==> config.mk <==
export PLATFORM = sky130hd
export DESIGN_NAME = spi_shifter_flat
export DESIGN_NICKNAME = d
export VERILOG_FILES = /design/src/rtl/spi_shifter_if.sv /design/src/rtl/spi_shifter.sv /design/src/flat_wrapper.sv
export SDC_FILE = /design/constraint.sdc
export NUM_CORES = 1
export LEC_CHECK = 0
export ABC_AREA = 1
export BUFFER_PORTS_ARGS = -buffer_cell sky130_fd_sc_hd__buf_2
export CAP_MARGIN = 10
export CORE_ASPECT_RATIO = 0.6
export CORE_MARGIN = 2
export CORE_UTILIZATION = 50
export DETAILED_ROUTE_END_ITERATION = 10
export GPL_TIMING_DRIVEN = 1
export MAX_ROUTING_LAYER = met4
export PLACE_DENSITY = 0.69
export SLEW_MARGIN = 30
export SYNTH_ARGS = -nofsm -noshare
export SYNTH_HDL_FRONTEND = slang
export SYNTH_SLANG_ARGS = --single-unit
==> constraint.sdc <==
create_clock -name PCLK -period 1.8 [get_ports PCLK]
set_input_delay 0.27 -clock PCLK [delete_from_list [all_inputs] [get_ports PCLK]]
set_output_delay 0.27 -clock PCLK [all_outputs]
set_load 0.005 [all_outputs]
==> src/rtl/spi_shifter_if.sv <==
// Controller-side bundle of the SPI shifter: start request, transmit byte,
// bit order, mode bits, slave select, and the receive/status path back.
interface spi_shifter_if #(
   parameter int DATA_W = 8
);
   logic              send_data;
   logic [DATA_W-1:0] data_mosi;
   logic              lsbfe;
   logic              cpol;
   logic              cpha;
   logic              ss;
   logic [DATA_W-1:0] data_miso;
   logic              receive_data;
   logic              busy;

   // Controller side: issues transfers, observes completion.
   modport master (
      output send_data, data_mosi, lsbfe, cpol, cpha, ss,
      input  data_miso, receive_data, busy
   );

   // Shifter side: accepts transfers, reports completion.
   modport slave (
      input  send_data, data_mosi, lsbfe, cpol, cpha, ss,
      output data_miso, receive_data, busy
   );
endinterface

==> src/rtl/spi_shifter.sv <==
// SPI shift stage: serialises a loaded byte onto mosi and assembles miso into
// a parallel byte, paced by the baud generator's one-PCLK sample/shift pulses.
module spi_shifter #(
   parameter int DATA_W = 8
) (
   input  logic         PCLK,
   input  logic         PRESETn,
   spi_shifter_if.slave bus,
   input  logic         flag_low,
   input  logic         flag_high,
   input  logic         flags_low,
   input  logic         flags_high,
   input  logic         miso,
   output logic         mosi
);
   localparam int CNT_W = $clog2(DATA_W) + 1;
   localparam int IDX_W = $clog2(DATA_W);

   typedef enum logic [1:0] {IDLE, ACTIVE, DONE} state_t;

   state_t            state;
   state_t            state_nxt;
   logic [DATA_W-1:0] tx_reg;
   logic [DATA_W-1:0] rx_reg;
   logic [DATA_W-1:0] rx_nxt;
   logic              lsbfe_q;
   logic [CNT_W-1:0]  tx_cnt;
   logic [CNT_W-1:0]  rx_cnt;
   logic              mode_eq;
   logic              shift_evt;
   logic              sample_evt;
   logic              start;
   logic              sample_ok;
   logic              shift_ok;
   logic              last_sample;

   // Position of transfer bit 'cnt' inside the byte, honouring bit order.
   function automatic logic [IDX_W-1:0] bit_idx(input logic [CNT_W-1:0] cnt,
                                                input logic             lsb);
      logic [CNT_W-1:0] pos;
      pos = lsb ? cnt : (CNT_W'(DATA_W - 1) - cnt);
      return pos[IDX_W-1:0];
   endfunction

   // Event selection and acceptance; both use the counters as they stand
   // at the start of the cycle, and a sample always beats a shift.
   always_comb begin
      mode_eq     = (bus.cpol == bus.cpha);
      shift_evt   = ~bus.ss & (mode_eq ? flags_low : flags_high);
      sample_evt  = ~bus.ss & (mode_eq ? flag_low  : flag_high);
      start       = (state == IDLE) & bus.send_data & ~bus.ss;
      sample_ok   = (state == ACTIVE) & sample_evt & (tx_cnt > rx_cnt)
                  & (rx_cnt < CNT_W'(DATA_W));
      shift_ok    = (state == ACTIVE) & shift_evt & ~sample_ok
                  & (tx_cnt == rx_cnt) & (tx_cnt < CNT_W'(DATA_W));
      last_sample = sample_ok & (rx_cnt == CNT_W'(DATA_W - 1));
      rx_nxt      = rx_reg;
      rx_nxt[bit_idx(rx_cnt, lsbfe_q)] = miso;
   end

   // State register.
   always_ff @(posedge PCLK or negedge PRESETn) begin
      if (!PRESETn) state <= IDLE;
      else          state <= state_nxt;
   end

   // Next-state logic: slave select high drops any transfer in flight.
   always_comb begin
      state_nxt = state;
      case (state)
         IDLE:    if (start) state_nxt = ACTIVE;
         ACTIVE: begin
            if (bus.ss)           state_nxt = IDLE;
            else if (last_sample) state_nxt = DONE;
         end
         DONE:    state_nxt = IDLE;
         default: state_nxt = IDLE;
      endcase
   end

   // Status outputs decoded from state: busy drops as the completion pulse rises.
   always_comb begin
      bus.busy         = (state == ACTIVE);
      bus.receive_data = (state == DONE);
   end

   // Shift datapath: load on start, shift/sample while active, publish on completion.
   always_ff @(posedge PCLK or negedge PRESETn) begin
      if (!PRESETn) begin
         tx_reg        <= '0;
         rx_reg        <= '0;
         lsbfe_q       <= 1'b0;
         tx_cnt        <= '0;
         rx_cnt        <= '0;
         mosi          <= 1'b0;
         bus.data_miso <= '0;
      end else begin
         case (state)
            IDLE: begin
               if (start) begin
                  tx_reg  <= bus.data_mosi;
                  lsbfe_q <= bus.lsbfe;
                  rx_reg  <= '0;
                  rx_cnt  <= '0;
                  if (bus.cpha) begin
                     tx_cnt <= '0;
                  end else begin
                     // Phase 0 presents the first bit before the first sample edge.
                     mosi   <= bus.lsbfe ? bus.data_mosi[0] : bus.data_mosi[DATA_W-1];
                     tx_cnt <= CNT_W'(1);
                  end
               end
            end
            ACTIVE: begin
               if (bus.ss) begin
                  mosi <= 1'b0;
               end else if (sample_ok) begin
                  rx_reg <= rx_nxt;
                  rx_cnt <= rx_cnt + CNT_W'(1);
                  if (last_sample) bus.data_miso <= rx_nxt;
               end else if (shift_ok) begin
                  mosi   <= tx_reg[bit_idx(tx_cnt, lsbfe_q)];
                  tx_cnt <= tx_cnt + CNT_W'(1);
               end
            end
            DONE:    mosi <= 1'b0;
            default: mosi <= 1'b0;
         endcase
      end
   end
endmodule
==> src/flat_wrapper.sv <==
// flat-port wrapper written by rule: the top's interface ports become plain ports
module spi_shifter_flat 
#(
   parameter int DATA_W = 8
)
  (PCLK, PRESETn, flag_low, flag_high, flags_low, flags_high, miso, mosi, bus_send_data, bus_data_mosi, bus_lsbfe, bus_cpol, bus_cpha, bus_ss, bus_data_miso, bus_receive_data, bus_busy);
  spi_shifter_if #(.DATA_W(DATA_W)) bus_i ();
  input  logic PCLK;
  input  logic PRESETn;
  input  logic flag_low;
  input  logic flag_high;
  input  logic flags_low;
  input  logic flags_high;
  input  logic miso;
  output logic mosi;
  input wire logic [$bits(bus_i.send_data)-1:0] bus_send_data;
  input wire logic [$bits(bus_i.data_mosi)-1:0] bus_data_mosi;
  input wire logic [$bits(bus_i.lsbfe)-1:0] bus_lsbfe;
  input wire logic [$bits(bus_i.cpol)-1:0] bus_cpol;
  input wire logic [$bits(bus_i.cpha)-1:0] bus_cpha;
  input wire logic [$bits(bus_i.ss)-1:0] bus_ss;
  output wire logic [$bits(bus_i.data_miso)-1:0] bus_data_miso;
  output wire logic [$bits(bus_i.receive_data)-1:0] bus_receive_data;
  output wire logic [$bits(bus_i.busy)-1:0] bus_busy;
  assign bus_i.send_data = bus_send_data;
  assign bus_i.data_mosi = bus_data_mosi;
  assign bus_i.lsbfe = bus_lsbfe;
  assign bus_i.cpol = bus_cpol;
  assign bus_i.cpha = bus_cpha;
  assign bus_i.ss = bus_ss;
  assign bus_data_miso = bus_i.data_miso;
  assign bus_receive_data = bus_i.receive_data;
  assign bus_busy = bus_i.busy;
  spi_shifter #(.DATA_W(DATA_W)) u_core (.PCLK(PCLK), .PRESETn(PRESETn), .bus(bus_i), .flag_low(flag_low), .flag_high(flag_high), .flags_low(flags_low), .flags_high(flags_high), .miso(miso), .mosi(mosi));
endmodule
==> results of run 1 <==
[timing repair]
| item | CTS | global route |
|---|---|---|
| hold buffers | 0 | 0 |
| pin swaps | 0 | 4 |
| endpoints found under the setup margin | 5 | 26 |
| resized for setup | 2 | 25 |
| gates cloned | 0 | 2 |
| setup buffers | 0 | 3 |
[cell usage after synthesis (all sizes together)]
cell type	number
buf	4
inv	22
clkbuf	1
nand2	105
dfrtp	36
a21oi	5
xnor2	3
xor2	5
clkinv	1
nor2	8
ha	6
nand4	1
nor3	1
o21a	1
nand3b	2
o21bai	1
nand3	25
o21ai	36
[power by group through the flow]
stage | logic, mW | clock network, mW | registers (mW)
2_1_floorplan | 0.483 | 0 | 0.966
5_1_grt | 0.963 | 0.761 | 0.956
3_3_place_gp | 0.749 | 0 | 0.955
4_1_cts | 0.773 | 0.722 | 0.941
6_report | 0.853 | 0.713 | 0.945
3_5_place_dp | 0.760 | 0 | 0.956
[routing by layer]
layer / up-vias / part of all wire [%]
li1: 964 / -
met1: 835 / 54
met2: 63 / 37
met3: 2 / 9.0
met4: 0 / 0.24
met5: - / 0
[kinds of logic (layout without fill, tap and decap cells)]
logic type               count (synthesis)  after routing  synth area share, %
AND/OR/NAND/NOR                        142            143                 30.3
adder cells (fa/ha/maj)                  6              6                 3.76
buffers and inverters                   28             83                 6.02
XOR/XNOR                                 8              8                 3.51
AO/OA/AOI/OAI                           43             43                 11.2
flip-flops                              36             36                 45.1
[metrics by stage]
| stage | total power [mW] | cells |
|---|---|---|
| floorplan | 1.45 | 263 |
| global placement | 1.70 | 353 |
| detailed placement | 1.72 | 353 |
| CTS | 2.44 | 361 |
| global route | 2.68 | 366 |
| finish | 2.51 | 366 |
[worst paths after layout]
path | to | from | cells after the start | slack [ns]
max in group asynchronous | u_core.mosi$_DFFE_PN0P_ | PRESETn | 2 | 1.45
hold / removal | u_core.tx_reg[1]$_DFFE_PN0P_ | PRESETn | 2 | 0.01
setup / recovery | u_core.rx_cnt[0]$_DFFE_PN0P_ | u_core.tx_cnt[3]$_DFFE_PN0P_ | 7 | -0.05
hold reg to reg | u_core.rx_reg[1]$_DFFE_PN0P_ | u_core.rx_reg[1]$_DFFE_PN0P_ | 2 | 0.47
setup reg to reg | u_core.rx_cnt[0]$_DFFE_PN0P_ | u_core.tx_cnt[3]$_DFFE_PN0P_ | 7 | -0.05
min in group PCLK | u_core.tx_reg[3]$_DFFE_PN0P_ | bus_data_mosi[3] | 3 | 0.18
[area by class of cell]
class | instances | area [sq um]
repair buffers | 51 | 315
repair inverters | 1 | 6.26
multi-input cells | 200 | 1050
inverters | 23 | 93.8
flip-flops and latches | 36 | 901
clock buffers | 5 | 68.8
well taps | 47 | 58.8
fillers | 322 | 1210
clock inverters | 3 | 42.5
==> results_dict.tcl, run 1 <==
set metrics [dict create \
    layout.nets 344 \
    final_common_cell "nand2_1" \
    arrival_ns 2.05 \
    cts_tree "done" \
    final_hold_viol_count 0 \
    p_int_mw 1.62 \
    grt_util_all_layers_pct 24.5 \
    clkTransAtPathRegs_ns 0.08 \
    drv_cap 0 \
    worst_slack_ns -0.0525 \
    final_util_pct 67.7 \
    setup_viol 13 \
    outcome "finished, violations left" \
    max_freq_ghz 0.540 \
    grt_pass1_wl_um 8170 \
    initial_core_util_pct 53.3 \
    clock_path_buffers 2 \
    h-tree-depth 2 \
    port_buffers 30 \
    path_class "register to register" \
    cts_root_buf "clkbuf_8" \
    crit_path_end_kind "register" \
    wirelength_um 4950 \
    synth_top_area_share_pct 45.1 \
    synth.net_count 289 \
    final_cell_mix "nand2_1 (97), dfrtp_1 (36), buf_2 (30)" \
    drc_errors 0 \
    clkLatencyLatePin_ns 0.29 \
    critPathSlowestCell "dfrtp_1" \
    finalCritPeriodShare_pct 103 \
    power_switching_mw 0.888 \
    drt_iter0_drc 128 \
    yosys-top-cells-area "dfrtp_1 (45%), nand2_1 (19%), o21ai_0 (8.5%), nand3_1 (6.0%), inv_1 (3.9%)" \
    irDropWorstVdd_uv 590 \
    die_y_um 52.9 \
    tightest_slew_ns 0.466 \
    synth_top_cell_by_area "dfrtp_1" \
    first_global_vias 1670 \
    ios 31 \
    seq_area_frac_synth_pct 45.1 \
    cp_top_family "compound AO/OA/AOI/OAI gates" \
    drive_above_1_share_pct 25.7 \
    area_growth_pct 27.0 \
    cellPowerDensity_nw_per_um2 991 \
    finalSetupTns_ns -0.239 \
    cts_buffers 5 \
    met2_usage_pct 30.7 \
    fin_skew_ns 0.00613 \
    num_vias 1864 \
    grt.overflow.total 0 \
    slew-limit-headroom_pct 68.9 \
    met1_usage_pct 39.2 \
    place_area_sq_um 2310 \
    ys_ff_latch 36 \
    stdcell_area_sq_um 2530 \
    required_ns 2.00 \
    gp_congestion 0.947 \
    grt_max_degree 37 \
    chipWidth_um 85.6 \
    antenna_found_initial 0 \
    p_clk_share_pct 28.4 \
    drtAntennaViolNets 0 \
    violations "setup timing" \
    pwr-share-seq_pct 37.6 \
    hold_class "primary input to asynchronous set/reset pin" \
    finalMaxSlewViolations 0 \
    pre_cts_ws_ns -0.0380 \
    combPwrFrac_pct 34.0 \
    p_leak_nw 1.35 \
    path_cells "ha_1 -> nand2_1 -> o21ai_0 -> nand3_4 -> buf_4 -> buf_4 -> o21ai_0" \
    ys_warn_count 0 \
    die_area_sq_um 4530 \
    drt_first_pass_iters 5 \
    crit_fanout 5 \
    critPathMaxStageDelay_ns 0.41 \
    hpwl_um 3580 \
    syn_inst 263 \
    rsz0062_at_grt "true" \
    via_per_inst 5.09 \
    start_kind "register" \
    antennaDiodeCount 0 \
    yosysUniqueCellTypes 26 \
    synth.avg_cell_area_sq_um 7.59 \
    worst-path-buf-inv 2 \
    grt_use_met3_pct 6.55 \
    hold_ws_ns 0.0132 \
    swShare_pct 35.4 \
    num_rows 17 \
    synthesis.area_sq_um 2000 \
    busiest_layer "met1" \
    coreArea_sq_um 3740 \
    post-route-min-period_ns 1.85 \
    cts.sinks 36 \
    route.detailed.wl_per_inst_um 13.5 \
]
No activity file was read; power rests on OpenSTA's default activity.
==> run 2: changes to the inputs <==
==> constraint.sdc (replaced) <==
create_clock -name PCLK -period 2.3 [get_ports PCLK]
set_input_delay 0.345 -clock PCLK [delete_from_list [all_inputs] [get_ports PCLK]]
set_output_delay 0.345 -clock PCLK [all_outputs]
set_load 0.005 [all_outputs]
==> run 2 against run 1 <==
Critical path depth rose by 2. Worst hold slack gained 0.13 ns. Largest cell class unchanged. Non-clock buffer count decreased by 19. Highest routed layer unchanged. Clock-buffer cell count unchanged. Sequential power down 19%. Fmax down 10%. Die area unchanged. Setup slack better by 0.29 ns. Cell count is 5.7% lower. The run now ends clean.
==> results_dict.tcl, run 2 (same netlist as run 1, synthesis figures left out) <==
set metrics [dict create \
    max_freq_ghz 0.485 \
    die_y_um 52.9 \
    cts_tree "done" \
    setup_viol 0 \
    die_area_sq_um 4530 \
    clkTransAtPathRegs_ns 0.08 \
    finalSetupTns_ns 0 \
    num_vias 1782 \
    finalCritPeriodShare_pct 89.7 \
    rsz0062_at_grt "false" \
    placed_cells 337 \
    coreArea_sq_um 3740 \
    drive_above_1_share_pct 16.4 \
    crit_path_end_kind "register" \
    clock_path_buffers 2 \
    antenna_found_initial 0 \
    critPathMaxStageDelay_ns 0.47 \
    wirelength_um 4640 \
    critPathSlowestCell "dfrtp_1" \
    chipWidth_um 85.6 \
    arrival_ns 2.25 \
    fin_skew_ns 0.00782 \
    cts_buffers 5 \
    h-tree-depth 2 \
    ios 31 \
    grt_max_degree 37 \
    gp_congestion 0.878 \
    drt_iter0_drc 149 \
    post-route-min-period_ns 2.06 \
    final_common_cell "nand2_1" \
    antennaDiodeCount 0 \
    num_rows 17 \
    drtAntennaViolNets 0 \
    path_cells "inv_1 -> ha_1 -> a21oi_1 -> o21ai_0 -> nand3_2 -> nand2_1 -> nand2_2 -> nand2_1 -> o21ai_2" \
    holdBufCountCts 0 \
    final_cell_mix "nand2_1 (103), dfrtp_1 (36), o21ai_0 (34)" \
    grt_pass1_wl_um 7630 \
    drv_cap 0 \
    outcome "completed" \
    hold_ws_ns 0.141 \
    finalMaxSlewViolations 0 \
    hold_class "primary input to asynchronous set/reset pin" \
    layout.cells.non_filler 345 \
    post_cts_buffers 0 \
    irDropWorstVdd_uv 528 \
    path_class "register to register" \
    final_hold_viol_count 0 \
    tightest_slew_ns 0.808 \
    nFillCells 355 \
    grt.overflow.total 0 \
    slew-limit-headroom_pct 46.2 \
    drt_first_pass_iters 5 \
    cts.sinks 36 \
    start_kind "register" \
    p_leak_nw 1.23 \
    drc_errors 0 \
    critPathMostFrequentCell "nand2_1" \
    initial_core_util_pct 53.3 \
    layout.nets 323 \
    required_ns 2.49 \
    crit_fanout 14 \
    route.detailed.wl_per_inst_um 13.5 \
    grt_util_all_layers_pct 23.9 \
    cts_root_buf "clkbuf_8" \
    via_per_inst 5.17 \
    hpwl_um 3430 \
    area_growth_pct 15.2 \
    cts_resized 0 \
    cellPowerDensity_nw_per_um2 806 \
    first_global_vias 1521 \
    clkLatencyLatePin_ns 0.30 \
    port_buffers 30 \
]
==> run 2: where the power goes <==
part / internal, mW / total, mW / switching, mW
clock: 0.321 / 0.566 / 0.245
sequential: 0.698 / 0.765 / 0.0670
combinational: 0.181 / 0.523 / 0.342
==> run 2: path summary, 6_finish.rpt <==
| kind | start | end | slack [ns] | cells past startpoint |
|---|---|---|---|---|
| max | u_core.rx_cnt[1]$_DFFE_PN0P_ | u_core.rx_cnt[2]$_DFFE_PN0P_ | 0.24 | 9 |
| min | PRESETn | u_core.rx_reg[1]$_DFFE_PN0P_ | 0.14 | 1 |
| max reg2reg | u_core.rx_cnt[1]$_DFFE_PN0P_ | u_core.rx_cnt[2]$_DFFE_PN0P_ | 0.24 | 9 |
| min reg2reg | u_core.tx_reg[3]$_DFFE_PN0P_ | u_core.tx_reg[3]$_DFFE_PN0P_ | 0.47 | 2 |
| max in group asynchronous | PRESETn | u_core.tx_reg[6]$_DFFE_PN0P_ | 1.65 | 1 |
| min in group PCLK | bus_data_mosi[2] | u_core.tx_reg[2]$_DFFE_PN0P_ | 0.25 | 3 |
==> run 2: layout make-up <==
cell class | instances | area, sq um | area share [%]
Timing Repair Buffer | 32 | 165 | 7.19
Sequential cell | 36 | 901 | 39.2
Clock inverter | 3 | 42.5 | 1.85
Multi-Input combinational cell | 199 | 975 | 42.4
Tap cell | 47 | 58.8 | 2.56
Clock buffer | 5 | 68.8 | 2.99
Inverter | 23 | 87.6 | 3.81
==> run 2: critical path, delay by kind of cell (launching register included) <==
kind / cells / cell delay (ns)
adders and majority gates: 1 / 0.30
and+or+nand+nor: 4 / 0.76
buffers and inverters: 1 / 0.07
AOI/OAI and AO/OA: 3 / 0.35
DFF: 1 / 0.47
==> run 2: per-stage QoR <==
stage | util, % | setup WS (ns) | power [mW] | cell area (sq um)
after floorplan | - | 0.641 | 1.13 | 2000
after global placement | 58.4 | 0.294 | 1.28 | 2190
after detailed placement | 58.4 | 0.225 | 1.29 | 2190
after CTS | 61.4 | 0.232 | 1.85 | 2300
after global routing | 61.4 | 0.0546 | 1.98 | 2300
final | 61.4 | 0.237 | 1.85 | 2300
==> run 2: layer usage <==
layer	vias up	track usage [%]	wire length, um
met5	-	-	0
met4	0	8.73	46
met3	4	5.46	295
met2	55	27.7	1650
met1	805	38.5	2650
li1	918	-	-
